### src/rtl/fads_sort_pulse.sv
// rtl/fads_sort_pulse.sv - timed sort pulse generator with hold-off and event counters
// Converts each rising sort decision into a delayed fixed-width ASG trigger pulse.
module fads_sort_pulse #(
    parameter int CW   = 32,
    parameter int CMIN = 1
) (
    input  logic        adc_clk_i,
    input  logic        adc_rstn_i,
    input  logic        sort_trig_i,
    output logic        sort_pulse_o,
    output logic        busy_o,
    input  logic [31:0] sys_addr,
    input  logic [31:0] sys_wdata,
    input  logic [3:0]  sys_sel,
    input  logic        sys_wen,
    input  logic        sys_ren,
    output logic [31:0] sys_rdata,
    output logic        sys_err,
    output logic        sys_ack
);

    localparam logic [19:0] ADDR_DELAY   = 20'h00000;
    localparam logic [19:0] ADDR_WIDTH   = 20'h00004;
    localparam logic [19:0] ADDR_HOLDOFF = 20'h00008;
    localparam logic [19:0] ADDR_CTRL    = 20'h0000C;
    localparam logic [19:0] ADDR_FIRED   = 20'h00010;
    localparam logic [19:0] ADDR_DROPPED = 20'h00014;
    localparam logic [19:0] ADDR_STATUS  = 20'h00018;

    localparam logic [CW-1:0] ONE     = CW'(1);
    localparam logic [CW-1:0] CMIN_W  = CW'(CMIN);
    localparam logic [CW-1:0] CNT_MAX = '1;

    typedef enum logic [1:0] {
        ST_IDLE  = 2'd0,
        ST_DELAY = 2'd1,
        ST_PULSE = 2'd2,
        ST_HOLD  = 2'd3
    } state_t;

    state_t        state_q;
    state_t        state_d;
    logic [CW-1:0] cnt_q;
    logic [CW-1:0] cnt_d;
    logic          pulse_q;
    logic          trig_d;

    logic [CW-1:0] delay_q;
    logic [CW-1:0] width_q;
    logic [CW-1:0] holdoff_q;
    logic          en_q;
    logic [CW-1:0] fired_q;
    logic [CW-1:0] dropped_q;

    logic          ack_q;
    logic [31:0]   rdata_q;
    logic [31:0]   rd_val;

    logic [19:0]   addr;
    logic          trig_event;
    logic          fire;
    logic          drop;
    logic          clr_cnt;
    logic [CW-1:0] width_eff;
    logic          unused_ok;

    assign addr       = sys_addr[19:0];
    assign trig_event = sort_trig_i & ~trig_d;
    assign clr_cnt    = sys_wen && (addr == ADDR_CTRL) && sys_wdata[1];
    assign width_eff  = (width_q < CMIN_W) ? CMIN_W : width_q;
    assign unused_ok  = ^{sys_sel, sys_addr[31:20]};

    assign sort_pulse_o = pulse_q;
    assign busy_o       = (state_q != ST_IDLE);
    assign sys_ack      = ack_q;
    assign sys_rdata    = rdata_q;
    assign sys_err      = 1'b0;

    // Next-state logic; an event outside IDLE is always rejected and counted.
    always_comb begin
        state_d = state_q;
        cnt_d   = cnt_q;
        fire    = 1'b0;
        drop    = trig_event && (state_q != ST_IDLE);
        case (state_q)
            ST_IDLE: begin
                if (trig_event && en_q) begin
                    fire = 1'b1;
                    if (delay_q == '0) begin
                        state_d = ST_PULSE;
                        cnt_d   = width_eff;
                    end else begin
                        state_d = ST_DELAY;
                        cnt_d   = delay_q;
                    end
                end
            end
            ST_DELAY: begin
                cnt_d = cnt_q - ONE;
                if (cnt_q == ONE) begin
                    state_d = ST_PULSE;
                    cnt_d   = width_eff;
                end
            end
            ST_PULSE: begin
                cnt_d = cnt_q - ONE;
                if (cnt_q == ONE) begin
                    if (holdoff_q == '0) begin
                        state_d = ST_IDLE;
                        cnt_d   = '0;
                    end else begin
                        state_d = ST_HOLD;
                        cnt_d   = holdoff_q;
                    end
                end
            end
            ST_HOLD: begin
                cnt_d = cnt_q - ONE;
                if (cnt_q == ONE) begin
                    state_d = ST_IDLE;
                    cnt_d   = '0;
                end
            end
            default: begin
                state_d = ST_IDLE;
                cnt_d   = '0;
            end
        endcase
        // Disabling aborts any operation in progress without touching the counters.
        if (!en_q && (state_q != ST_IDLE)) begin
            state_d = ST_IDLE;
            cnt_d   = '0;
        end
    end

    always_ff @(posedge adc_clk_i or negedge adc_rstn_i) begin
        if (!adc_rstn_i) begin
            state_q <= ST_IDLE;
            cnt_q   <= '0;
            pulse_q <= 1'b0;
            trig_d  <= 1'b0;
        end else begin
            state_q <= state_d;
            cnt_q   <= cnt_d;
            pulse_q <= (state_d == ST_PULSE);
            trig_d  <= sort_trig_i;
        end
    end

    // Clear-counters takes priority over a coincident fire or drop.
    always_ff @(posedge adc_clk_i or negedge adc_rstn_i) begin
        if (!adc_rstn_i) begin
            fired_q   <= '0;
            dropped_q <= '0;
        end else if (clr_cnt) begin
            fired_q   <= '0;
            dropped_q <= '0;
        end else begin
            if (fire && (fired_q != CNT_MAX)) begin
                fired_q <= fired_q + ONE;
            end
            if (drop && (dropped_q != CNT_MAX)) begin
                dropped_q <= dropped_q + ONE;
            end
        end
    end

    always_ff @(posedge adc_clk_i or negedge adc_rstn_i) begin
        if (!adc_rstn_i) begin
            delay_q   <= '0;
            width_q   <= CMIN_W;
            holdoff_q <= '0;
            en_q      <= 1'b0;
        end else if (sys_wen) begin
            case (addr)
                ADDR_DELAY:   delay_q   <= CW'(sys_wdata);
                ADDR_WIDTH:   width_q   <= CW'(sys_wdata);
                ADDR_HOLDOFF: holdoff_q <= CW'(sys_wdata);
                ADDR_CTRL:    en_q      <= sys_wdata[0];
                default: ;
            endcase
        end
    end

    always_comb begin
        rd_val = 32'd0;
        case (addr)
            ADDR_DELAY:   rd_val = 32'(delay_q);
            ADDR_WIDTH:   rd_val = 32'(width_q);
            ADDR_HOLDOFF: rd_val = 32'(holdoff_q);
            ADDR_CTRL:    rd_val = {31'd0, en_q};
            ADDR_FIRED:   rd_val = 32'(fired_q);
            ADDR_DROPPED: rd_val = 32'(dropped_q);
            ADDR_STATUS:  rd_val = {29'd0, pulse_q, state_q};
            default:      rd_val = 32'd0;
        endcase
    end

    // Read data is captured at the request edge, so counters show their pre-update value.
    always_ff @(posedge adc_clk_i or negedge adc_rstn_i) begin
        if (!adc_rstn_i) begin
            ack_q   <= 1'b0;
            rdata_q <= 32'd0;
        end else begin
            ack_q <= sys_wen | sys_ren;
            if (sys_ren) begin
                rdata_q <= rd_val;
            end
        end
    end

endmodule

### config.mk
export PLATFORM = sky130hd
export DESIGN_NAME = fads_sort_pulse
export DESIGN_NICKNAME = d
export VERILOG_FILES = /design/src/rtl/fads_sort_pulse.sv
export SDC_FILE = /design/constraint.sdc
export NUM_CORES = 1
export LEC_CHECK = 0
export BUFFER_PORTS_ARGS = -buffer_cell sky130_fd_sc_hd__buf_2
export CORE_MARGIN = 2
export CORE_UTILIZATION = 38
export CTS_CLUSTER_SIZE = 30
export DETAILED_ROUTE_END_ITERATION = 16
export PLACE_DENSITY_LB_ADDON = 0.25
export SKIP_LAST_GASP = 1
export SYNTH_ARGS = -nofsm -noshare
export SYNTH_HDL_FRONTEND = slang
export SYNTH_SLANG_ARGS = --single-unit
### constraint.sdc
create_clock -name adc_clk_i -period 3.2 [get_ports adc_clk_i]
set_input_delay 0.8 -clock adc_clk_i [delete_from_list [all_inputs] [get_ports adc_clk_i]]
set_output_delay 0.8 -clock adc_clk_i [all_outputs]
set_load 0.005 [all_outputs]
==> results.toml <==
[outcome]
outcome = "completed"

[sta]
slew-limit-headroom_pct = 40.3
timing_hold_violations_final = 0
unrepaired_setup_endpoints_after_global_routing = "no"
tightestPinTransition_ns = 0.890
final_max_slew_viol_count = 0
tns_ns = 0
final-setup-viol-count = 0
max_freq_mhz = 327
post_route_minimum_period_ns = 3.06
fin_skew_ns = 0.00947
fin_crit_sh_pct = 95.5

[final_layout]
post-route-util_pct = 45.4
drive_gt1_share_pct = 22.4
num-nets-final = 1470
syn_to_layout_area_delta_pct = 17.1

[cts]
cts.sink_count = 230
clockBufferDepth = 3
cts.root.buffer_cell = "clkbuf_16"
clk_pin_slew_worst_paths_ns = 0.06
total_number_of_h_tree_levels = 1
post_cts.resized_instances = 0
tritoncts_clock_tree = "done"
insertion_delay_ns = 0.53
cts.hold.buffers_added = 0
cts_inserted_buffers = 27
cts_setup_buffers = 0

[floorplan]
initial_utilization_pct = 38.8
boundaryPins = 109
die_w_um = 187
core_area_um2 = 32700
num_rows = 66
floorplan.die_area_um2 = 34900
die_height_um = 187

[global_route]
grt.overflow.total = 0
grt_max_degree = 86
wire_length_of_the_first_global_routing_pass_mm = 69.7
grt_pass1_vias = 11165
grt_antenna_before_repair = 0
groute.usage.overall_pct = 25.8

[synthesis]
synthCells = 1301
primary_ff_master_synth = "dfrtp_1"
yosysTopAreaCell = "dfrtp_1"
number_of_enable_flip_flop_cells_after_synthesis = 0
yosys.cell_count.top_type = "dfrtp_1"
synth_cell_types = 73
post_synth_main_area_contributors = "dfrtp_1, mux2_2, nor2_1, xor2_1, a21oi_1"
synth_nets = 1378
postSynthRegisterBits = 230
synth_commonest_cells = "dfrtp_1, nor2_1, mux2_2, clkbuf_1, nand2_1"
synthDominantCellAreaShare_pct = 45.2
synth_seq_area_share_pct = 45.4
postSynthAreaPerCell_um2 = 9.75
asyncSetResetFlopFracSynth_pct = 100
syn-cell-area_um2 = 12700
synth_warn = 0

[power]
vdd_ir_drop_max_mv = 0.347
pwr_density_cell_nw_per_um2 = 408
post-layout-total-power_mw = 6.06
power_leakage_nw = 6.82

[placement]
hpwlAfterDp_mm = 32.0
io_buffers = 91
place.gp.congestion = 0.906

[drt]
antenna_left = 0
route.vias.total = 11353
detailedRoute.firstPassIterationCount = 8
detail_route.wl_per_cell_um = 24.5
drt-initial-drc-count = 1421
wl_mm = 45.4
post_drt_via_cell_ratio = 6.13
post-route-drc-count = 0

[setup_path]
worstPathMaxFanout = 17
reg2reg_setup_slack_ns = 0.14
cp_data_required_time_ns = 3.63
worstSetupStartpointType = "flip-flop"
worstPathArrival_ns = 3.49
crit_path_category = "flip-flop to flip-flop"
setup.worst_path.end_class = "flip-flop"

[job]
timing.max_cap.violations = 0

[worst_hold_path]
hp-class = "input port to asynchronous set/reset pin"
[through the flow]
step	hold WS, ns	cell area, µm²	cells	worst slack (ns)
3_3_place_gp	0.487	14000	1806	0.162
2_1_floorplan	0.466	12700	1301	0.364
3_5_place_dp	0.498	14000	1806	0.143
4_1_cts	0.317	14900	1852	0.136
5_1_grt	0.329	14900	1852	0.00946
6_report	0.287	14900	1853	0.145
[cell type report]
cell class	count	area [µm²]
fillers	3187	17800
repair buffers	152	1050
diodes	1	2.50
clock buffers	34	752
inverters	23	86.3
flip-flops and latches	230	5760
clock inverters	12	108
well taps	442	553
multi-input cells	959	6550
[cell families after synthesis]
| kind of cell | Yosys count | share of synthesized area [%] |
|---|---|---|
| muxes | 99 | 8.75 |
| and+or+nand+nor | 474 | 19.9 |
| adders and majority gates | 4 | 0.394 |
| buffers and inverters | 112 | 3.46 |
| xor gates and xnor gates | 71 | 4.90 |
| DFF | 230 | 45.4 |
| other | 1 | 0.0296 |
| AOI/OAI and AO/OA | 310 | 17.1 |
[layer usage]
layer,wire (µm),GRT usage (%),share of wire [%]
met5,0,0,0
met4,2060,11.1,4.5
met3,3850,4.72,8.5
met2,20200,39.6,45
met1,19300,35.7,42
[worst max-delay path: stages (launching register included)]
cell	delay, ns
dfrtp_1	0.44
or4_4	0.61
or4_4	0.55
or4_1	0.48
buf_12	0.19
nor3_4	0.20
buf_12	0.18
a211oi_1	0.09
o31ai_1	0.22
[power breakdown]
part	internal [mW]	switching (mW)
sequential	2.91	0.000507
clock	1.74	1.27
combinational	0.0390	0.107
[worst paths after layout]
path | startpoint | endpoint | depth (start not counted)
max | cnt_q[6]$_DFFE_PN0P_ | cnt_q[28]$_DFFE_PN0P_ | 8
min | adc_rstn_i | width_q[4]$_DFFE_PN0P_ | 1
max reg2reg | cnt_q[6]$_DFFE_PN0P_ | cnt_q[28]$_DFFE_PN0P_ | 8
min reg2reg | cnt_q[18]$_DFFE_PN0P_ | cnt_q[18]$_DFFE_PN0P_ | 1
max in group asynchronous | adc_rstn_i | holdoff_q[27]$_DFFE_PN0P_ | 2
min in group adc_clk_i | sort_trig_i | trig_d$_DFF_PN0_ | 1
[sequential cells by signal, summed over array words and instances, names as in the netlist]
name          cells
cnt_q            32
delay_q          32
dropped_q        32
en_q              1
fired_q          32
holdoff_q        32
sort_pulse_o      1
state_q           2
sys_ack           1
sys_rdata        32
trig_d            1
width_q          32
[placed cells by master (no fill, tap or decap), types with 5 or more instances in the layout]
master / n
a22oi_1: 18
a21oi_1: 66
nor2_1: 107
nand3_1: 40
o2bb2ai_1: 5
nor4_1: 48
xnor2_1: 32
nor2b_1: 35
and2_1: 14
and4_1: 8
and3_1: 20
inv_1: 21
or2_2: 5
buf_12: 10
dfrtp_1: 229
clkinvlp_4: 6
clkbuf_16: 27
buf_2: 90
or3_1: 12
o31ai_1: 22
a211oi_1: 12
or4_1: 9
a222oi_1: 29
nor3_1: 35
nand2_1: 68
a211o_1: 13
clkbuf_8: 5
xor2_1: 39
buf_4: 51
nand4_1: 39
o21ai_0: 58
a31oi_1: 14
a22o_1: 34
nand4b_1: 6
mux2_2: 95
(Power assumes the default switching activity.)
